**src/rtl/pipelined_main_decoder.sv**
```systemverilog
// rtl/pipelined_main_decoder.sv - decode-stage control generator with ID/EX register and mul/div stall FSM
module pipelined_main_decoder #(
   parameter int IMM_SRC_WIDTH = 3,
   parameter int ALU_OP_WIDTH  = 3,
   parameter int OP_WIDTH      = 7,
   parameter int MULDIV_CYCLES = 4
) (
   input  logic                     clk,
   input  logic                     rst,
   input  logic                     InstrValidD,
   input  logic [31:0]              InstrD,
   input  logic                     StallE,
   input  logic                     FlushE,
   output logic                     StallD,
   output logic                     ValidE,
   output logic                     RegWriteE,
   output logic [IMM_SRC_WIDTH-1:0] ImmSrcE,
   output logic                     ALUSrcE,
   output logic                     MemWriteE,
   output logic                     MemReadE,
   output logic [1:0]               ResultSrcE,
   output logic                     BranchE,
   output logic                     JumpE,
   output logic                     JalrE,
   output logic [ALU_OP_WIDTH-1:0]  ALUOpE,
   output logic                     MulDivE,
   output logic                     IllegalE
);

   localparam logic [OP_WIDTH-1:0] OP_LOAD   = OP_WIDTH'(7'b0000011);
   localparam logic [OP_WIDTH-1:0] OP_STORE  = OP_WIDTH'(7'b0100011);
   localparam logic [OP_WIDTH-1:0] OP_REG    = OP_WIDTH'(7'b0110011);
   localparam logic [OP_WIDTH-1:0] OP_IMM    = OP_WIDTH'(7'b0010011);
   localparam logic [OP_WIDTH-1:0] OP_BRANCH = OP_WIDTH'(7'b1100011);
   localparam logic [OP_WIDTH-1:0] OP_AUIPC  = OP_WIDTH'(7'b0010111);
   localparam logic [OP_WIDTH-1:0] OP_LUI    = OP_WIDTH'(7'b0110111);
   localparam logic [OP_WIDTH-1:0] OP_JALR   = OP_WIDTH'(7'b1100111);
   localparam logic [OP_WIDTH-1:0] OP_JAL    = OP_WIDTH'(7'b1101111);

   localparam logic [IMM_SRC_WIDTH-1:0] IMM_I = IMM_SRC_WIDTH'(3'b000);
   localparam logic [IMM_SRC_WIDTH-1:0] IMM_S = IMM_SRC_WIDTH'(3'b001);
   localparam logic [IMM_SRC_WIDTH-1:0] IMM_B = IMM_SRC_WIDTH'(3'b010);
   localparam logic [IMM_SRC_WIDTH-1:0] IMM_U = IMM_SRC_WIDTH'(3'b011);
   localparam logic [IMM_SRC_WIDTH-1:0] IMM_J = IMM_SRC_WIDTH'(3'b100);

   localparam logic [ALU_OP_WIDTH-1:0] ALU_ADD   = ALU_OP_WIDTH'(3'b000);
   localparam logic [ALU_OP_WIDTH-1:0] ALU_BCMP  = ALU_OP_WIDTH'(3'b001);
   localparam logic [ALU_OP_WIDTH-1:0] ALU_FUNCT = ALU_OP_WIDTH'(3'b010);
   localparam logic [ALU_OP_WIDTH-1:0] ALU_JALR  = ALU_OP_WIDTH'(3'b011);
   localparam logic [ALU_OP_WIDTH-1:0] ALU_UPPER = ALU_OP_WIDTH'(3'b100);

   localparam logic [6:0] FUNCT7_MULDIV = 7'b0000001;

   // Occupancy beyond the first EX cycle is what decode has to wait out.
   localparam logic [3:0] CNT_LOAD = 4'(MULDIV_CYCLES - 1);

   typedef struct packed {
      logic                     regwrite;
      logic [IMM_SRC_WIDTH-1:0] immsrc;
      logic                     alusrc;
      logic                     memwrite;
      logic                     memread;
      logic [1:0]               resultsrc;
      logic                     branch;
      logic                     jump;
      logic                     jalr;
      logic [ALU_OP_WIDTH-1:0]  aluop;
      logic                     muldiv;
      logic                     illegal;
   } ctrl_t;

   typedef enum logic {
      IDLE = 1'b0,
      BUSY = 1'b1
   } state_t;

   logic [OP_WIDTH-1:0] op;
   logic [6:0]          funct7;
   logic                unused_fields;

   ctrl_t  dec;
   ctrl_t  bundle_q;
   logic   valid_q;
   state_t state_q;
   state_t state_d;
   logic [3:0] cnt_q;
   logic [3:0] cnt_d;
   logic   load_en;

   assign op            = InstrD[OP_WIDTH-1:0];
   assign funct7        = InstrD[31:25];
   // funct3 and the register/immediate fields do not influence the control bundle.
   assign unused_fields = ^InstrD[24:OP_WIDTH];

   // Combinational decode table; a non-valid slot decodes as an all-zero bubble.
   always_comb begin
      dec = '0;
      if (InstrValidD) begin
         case (op)
            OP_LOAD: begin
               dec.regwrite  = 1'b1;
               dec.immsrc    = IMM_I;
               dec.alusrc    = 1'b1;
               dec.memread   = 1'b1;
               dec.resultsrc = 2'b01;
               dec.aluop     = ALU_ADD;
            end
            OP_STORE: begin
               dec.immsrc    = IMM_S;
               dec.alusrc    = 1'b1;
               dec.memwrite  = 1'b1;
               dec.aluop     = ALU_ADD;
            end
            OP_REG: begin
               dec.regwrite  = 1'b1;
               dec.aluop     = ALU_FUNCT;
               dec.muldiv    = (funct7 == FUNCT7_MULDIV);
            end
            OP_IMM: begin
               dec.regwrite  = 1'b1;
               dec.immsrc    = IMM_I;
               dec.alusrc    = 1'b1;
               dec.aluop     = ALU_FUNCT;
            end
            OP_BRANCH: begin
               dec.immsrc    = IMM_B;
               dec.branch    = 1'b1;
               dec.aluop     = ALU_BCMP;
            end
            OP_AUIPC: begin
               dec.regwrite  = 1'b1;
               dec.immsrc    = IMM_U;
               dec.alusrc    = 1'b1;
               dec.resultsrc = 2'b10;
               dec.aluop     = ALU_UPPER;
            end
            OP_LUI: begin
               dec.regwrite  = 1'b1;
               dec.immsrc    = IMM_U;
               dec.alusrc    = 1'b1;
               dec.resultsrc = 2'b00;
               dec.aluop     = ALU_UPPER;
            end
            OP_JALR: begin
               dec.regwrite  = 1'b1;
               dec.immsrc    = IMM_I;
               dec.alusrc    = 1'b1;
               dec.resultsrc = 2'b10;
               dec.jump      = 1'b1;
               dec.jalr      = 1'b1;
               dec.aluop     = ALU_JALR;
            end
            OP_JAL: begin
               dec.regwrite  = 1'b1;
               dec.immsrc    = IMM_J;
               dec.resultsrc = 2'b11;
               dec.jump      = 1'b1;
               dec.aluop     = ALU_UPPER;
            end
            default: begin
               dec.illegal   = 1'b1;
            end
         endcase
      end
   end

   assign StallD  = (state_q == BUSY);
   // A fresh instruction enters EX only when nothing of higher priority claims the edge.
   assign load_en = !FlushE && !StallE && !StallD;

   // ID/EX register: flush beats stall beats mul/div bubble beats load.
   always_ff @(posedge clk or posedge rst) begin
      if (rst) begin
         valid_q  <= 1'b0;
         bundle_q <= '0;
      end else if (FlushE) begin
         valid_q  <= 1'b0;
         bundle_q <= '0;
      end else if (StallE) begin
         valid_q  <= valid_q;
         bundle_q <= bundle_q;
      end else if (StallD) begin
         valid_q  <= 1'b0;
         bundle_q <= '0;
      end else begin
         valid_q  <= InstrValidD;
         bundle_q <= dec;
      end
   end

   // Mul/div occupancy FSM state and countdown register.
   always_ff @(posedge clk or posedge rst) begin
      if (rst) begin
         state_q <= IDLE;
         cnt_q   <= 4'd0;
      end else begin
         state_q <= state_d;
         cnt_q   <= cnt_d;
      end
   end

   // Next-state: enter BUSY when a mul/div loads, count down unfrozen cycles, leave on flush or last count.
   always_comb begin
      state_d = state_q;
      cnt_d   = cnt_q;
      case (state_q)
         IDLE: begin
            if (load_en && dec.muldiv && (MULDIV_CYCLES > 1)) begin
               state_d = BUSY;
               cnt_d   = CNT_LOAD;
            end
         end
         BUSY: begin
            if (FlushE) begin
               state_d = IDLE;
               cnt_d   = 4'd0;
            end else if (!StallE) begin
               if (cnt_q <= 4'd1) begin
                  state_d = IDLE;
                  cnt_d   = 4'd0;
               end else begin
                  cnt_d   = cnt_q - 4'd1;
               end
            end
         end
         default: begin
            state_d = IDLE;
            cnt_d   = 4'd0;
         end
      endcase
   end

   assign ValidE     = valid_q;
   assign RegWriteE  = bundle_q.regwrite;
   assign ImmSrcE    = bundle_q.immsrc;
   assign ALUSrcE    = bundle_q.alusrc;
   assign MemWriteE  = bundle_q.memwrite;
   assign MemReadE   = bundle_q.memread;
   assign ResultSrcE = bundle_q.resultsrc;
   assign BranchE    = bundle_q.branch;
   assign JumpE      = bundle_q.jump;
   assign JalrE      = bundle_q.jalr;
   assign ALUOpE     = bundle_q.aluop;
   assign MulDivE    = bundle_q.muldiv;
   assign IllegalE   = bundle_q.illegal;

endmodule

```
**config.mk**
```make
export PLATFORM = sky130hd
export DESIGN_NAME = pipelined_main_decoder
export DESIGN_NICKNAME = d
export VERILOG_FILES = /design/src/rtl/pipelined_main_decoder.sv
export SDC_FILE = /design/constraint.sdc
export NUM_CORES = 1
export LEC_CHECK = 0
export ABC_AREA = 1
export CAP_MARGIN = 10
export CORE_ASPECT_RATIO = 1.2
export CORE_MARGIN = 1
export CORE_UTILIZATION = 40
export DETAILED_ROUTE_END_ITERATION = 8
export GPL_TIMING_DRIVEN = 0
export PLACE_DENSITY = 0.74
export SLEW_MARGIN = 10
export SYNTH_ARGS = -nofsm -noshare
export SYNTH_HDL_FRONTEND = slang
export SYNTH_SLANG_ARGS = --single-unit
```
**constraint.sdc**
```tcl
create_clock -name clk -period 4.01 [get_ports clk]
set_input_delay 0.802 -clock clk [delete_from_list [all_inputs] [get_ports clk]]
set_output_delay 0.802 -clock clk [all_outputs]
set_load 0.01 [all_outputs]
```
# Word-level counts from Yosys, hierarchy flattened
# Index checks and enable logic that the tools add are counted.
[classes]
n_addsub = 1
n_lt_le_gt_ge = 1
n_eq_ne = 13
n_mux = 29
bitwise_logic = 1
n_reduce_logical = 15
[ops]
columns = ["cell", "count"]
rows = [
  ["$mux W17", 4],
  ["$pmux W3 S4", 2],
  ["$eq A7 B6 Y1 const B", 3],
  ["$eq A7 B7 Y1 const B", 3],
  ["$mux W1", 16],
  ["$mux W4", 4],
  ["$eq A7 B5 Y1 const B", 2],
  ["$reduce_or A9 Y1", 1],
  ["$pmux W4 S2", 1],
  ["$reduce_or A2 Y1", 4],
  ["$eq A7 B1 Y1 const B", 1],
  ["$eq A7 B2 Y1 const B", 1],
  ["$reduce_or A7 Y1", 1],
  ["$pmux W2 S3", 1],
  ["$reduce_or A6 Y1", 1],
  ["$le A4 B1 Y1 const B", 1],
  ["$sub A4 B1 Y4 const B", 1],
  ["$logic_and A1 B1 Y1", 3],
  ["$logic_not A1 Y1", 3],
  ["$ne A3 B3 Y1 const B", 1],
  ["$reduce_or A3 Y1", 1],
  ["$ne A2 B1 Y1 const B", 1],
  ["$ne A2 B2 Y1 const B", 1],
  ["$pmux W1 S2", 1],
  ["2 further kinds", 2],
]
[word_totals]
register_bits = 23
input_bits = 37
elab_cells = 75

# Logic depth before layout (Yosys ltp)
[depth]
ltp_word = 7
mapped_depth = 8
mapped_depth_nobuf = 8

# Least setup slack after synthesis
# Ideal clock, no wire load.
[synth_timing]
kind = "input to register"
from = "in InstrD[0]"
to = "reg bundle_q, in the netlist IllegalE"
arrival_ps = 1424
t_required_ps = 3894
setup_slack_ps = 2470
stages = 7
n_path_buf = 0
cell_sequence = "nand2_1 -> nor2_1 -> nand2_1 -> nand2_1 -> nor2_1 -> nand2_1 -> nand2_1"
[synth_between]
elab_chain_cells = 7
elab_cells_between_ends = 15
[synth_lines]
columns = ["item", "line", "source"]
rows = [
  ["from (decl)", "11", "input logic [31:0] InstrD,"],
  ["$eq A7 B7 Y1, or another cell as far along", "99", "case (op)"],
  ["$reduce_or A9 Y1 (no source line) (*)", "n/a", ""],
  ["$mux W1 (*)", "99", ""],
  ["$mux W17 (*)", "98", "if (InstrValidD) begin"],
  ["$mux W17 (*)", "182", "end else if (StallD) begin"],
  ["$mux W17 (*)", "179", "end else if (StallE) begin"],
  ["$mux W17 (*)", "176", "end else if (FlushE) begin"],
  ["to (signal assigned)", "181", "bundle_q <= bundle_q;"],
  ["to (decl)", "82", "ctrl_t bundle_q;"],
]
# Mark *: on every way between the ends. The rest lies on a longest branch, timed or not. The select of a mux whose other input is x is not followed.
# A chain may end at the register's enable or synchronous reset.

# Worst setup path after layout
[layout_timing]
from = "reg state_q (netlist: StallD)"
to = "out StallD"
[layout_rtl]
columns = ["item", "line", "source"]
rows = [
  ["from (decl)", "84", "state_t state_q;"],
  ["from (signal assigned)", "197", "state_q <= state_d;"],
  ["to (decl)", "14", "output logic StallD,"],
]
# No word-level cell between the ends.

==> reports/results.ini <==
[power_and_ir_drop]
static-leakage-power_nw=0.889
ir_drop_uv=122
total_power_uw=394
power.density_nw_per_um2=234

[routing]
dr.pass1.iters=4
wirelength_um=2750
first_iter_violations=41
post_drt_wl_per_cell_um=11.4
avgViaCountPerCell=4.89
dr_total_vias=1179
post-route-drc-count=0
drtAntennaViolNets=0

[floorplan]
dieArea_um2=3330
initial_core_util_pct=43.4
num_rows=21
die-height_um=63.1
io_pins=56
core_um2=2860
die_w_um=52.9

[critical_path]
path_cells=clkdlybuf4s50_1
start_kind=flop
slowest_delay_ps=580
cp.required_ps=3210
crit_arrival_ps=1380
crit_path_top_delay_cell=clkdlybuf4s50_1
crit_type=flop to output port
cp_max_fo=7
path_buf_inv=1
crit_path_end_kind=output port
crit_family=buffers and inverters

[layout]
final_cells=241
drive_above_1_share_pct=9.66
area_growth_pct=35.3
diodes=0
fin_nets=247

[sta]
skew_ps=5.96
report.final.slew_viol_count=0
max_freq_mhz=459
rsz0062_at_grt=no
max_slew_margin_pct=43.1
hold_viol_final=0
hold_ws_ps=492
setup_viol=0
period_share_pct=54.3
fin_tns_setup_ps=0
post-route-worst-setup-slack_ps=1830
worst_pin_slew_ps=853
min_period_ps=2180

[placed_design]
dp_hpwl_um=2230
place_ws_ps=1790
gp_congestion=0.881
dp.cells=237
io_buffers=37

[synthesis]
synth.distinct_cells=19
synthCells=166
ys.flop_type=dfrtp_1
syn_avg_cell_area_um2=7.48
syn_area_um2=1240
yosysMostFrequentCell=nand2_1
synth_commonest_cells=nand2_1 (63), dfrtp_1 (23), nand3_1 (21)
synth_fp_nets=205
async_flop_share_pct=100
yosysWarnings=0
synth_top_area_share_pct=46.3
synth_seq_area_share_pct=46.3
yosysTopAreaCell=dfrtp_1
ys_ff_latch=23
synth_edf_count=0
netlist_top_cells_area=dfrtp_1 (46%), nand2_1 (19%), nand3_1 (8.5%), nor2_1 (5.7%), inv_1 (3.9%)

[global_routing]
grt_pass1_wl_um=4870
grt_start_max_net_pins=24
globalRouteOverflowTotal=0
grt_pass1_vias=1166
antenna_found_initial=0
gr-usage-all-layers_pct=19.0

[run_status]
status=complete, no violations

[clocking]
cts.sinks=23
clk_path_buf_depth=2
htreeDepth=1
post_cts_buffers=0
cts_resized=0
hold_buffers=0
cts_made_buffers=3
insertion_delay_ps=300
root_buffer=clkbuf_4
cts_tree=done
path_clk_slew_ps=130

[job]
cap_violations=0

[min_path]
min_path_type=flop to flop

==> tightest hold or removal path, delay by kind of cell, from the launching register on <==
| family | cells | cell delay [ps] |
|---|---|---|
| simple gates | 2 | 110 |
| flops | 1 | 360 |
==> registers in the layout, indices dropped and copies added (netlist names) <==
| name | cells |
|---|---|
| RegWriteE | 1 |
| cnt_q | 4 |
| ALUSrcE | 1 |
| JalrE | 1 |
| BranchE | 1 |
| MemReadE | 1 |
| ALUOpE | 3 |
| IllegalE | 1 |
| ResultSrcE | 2 |
| ImmSrcE | 3 |
| StallD | 1 |
| ValidE | 1 |
| JumpE | 1 |
| MemWriteE | 1 |
| MulDivE | 1 |
==> layout make-up <==
| type | count | area [um2] |
|---|---|---|
| plain buffers | 2 | 18.8 |
| inverters | 16 | 60.1 |
| clock buffers | 4 | 26.3 |
| fillers | 258 | 1180 |
| multi-input cells | 125 | 588 |
| well taps | 34 | 42.5 |
| repair buffers | 37 | 370 |
| flip-flops and latches | 23 | 576 |
==> cell usage in the layout (no fill, tap or decap) <==
cell type	instances
clkdlybuf4s50_1	37
inv_1	13
inv_2	3
xor2_1	1
buf_6	1
o21ai_2	1
nand2_2	3
clkbuf_4	3
buf_4	1
o211ai_1	1
xnor2_1	1
nor2_1	19
nand2_1	63
clkbuf_1	1
nand3_1	21
nor2_4	3
o21ai_0	4
nor3_1	1
nand3_2	2
ha_1	2
nor2_2	3
dfrtp_1	23
==> report_power, final <==
group          internal (mW)  leakage, nW  switching [mW]
Clock                 0.0387       0.0150          0.0677
Sequential             0.234        0.320        0.000875
Combinational         0.0259        0.554          0.0270
Total                  0.298        0.889          0.0955
==> layer usage <==
metal	track usage [%]	vias to the layer above	share of wire [%]
li1	-	600	-
met1	24.3	549	42
met2	32.9	28	53
met3	1.69	2	3.6
met4	5.92	0	0.98
met5	0	-	0
==> logic make-up after synthesis <==
logic type      after synthesis  share of synthesized area [%]
simple gates                115                           41.0
xor+xnor                      2                           1.41
buf+inv                      18                           6.34
flops                        23                           46.3
fa+ha+maj                     2                           2.01
compound gates                6                           2.92
==> worst paths after layout <==
check	cells past startpoint	end	slack (ps)	startpoint
max in group asynchronous	2	JumpE	2530	rst
worst min-delay path	2	IllegalE	490	IllegalE
min in group asynchronous	2	cnt_q[2]	960	rst
worst max register to register	7	cnt_q[2]	2530	cnt_q[0]
worst min register to register	2	IllegalE	490	IllegalE
worst max-delay path	1	StallD	1830	StallD
==> per-stage QoR <==
step,area [um2],util (%)
finish,1680,58.7
global route,1680,58.7
CTS,1680,58.7
detailed placement,1660,57.8
global placement,1660,57.8
floorplan,1240,-
(Power assumes the default switching activity.)
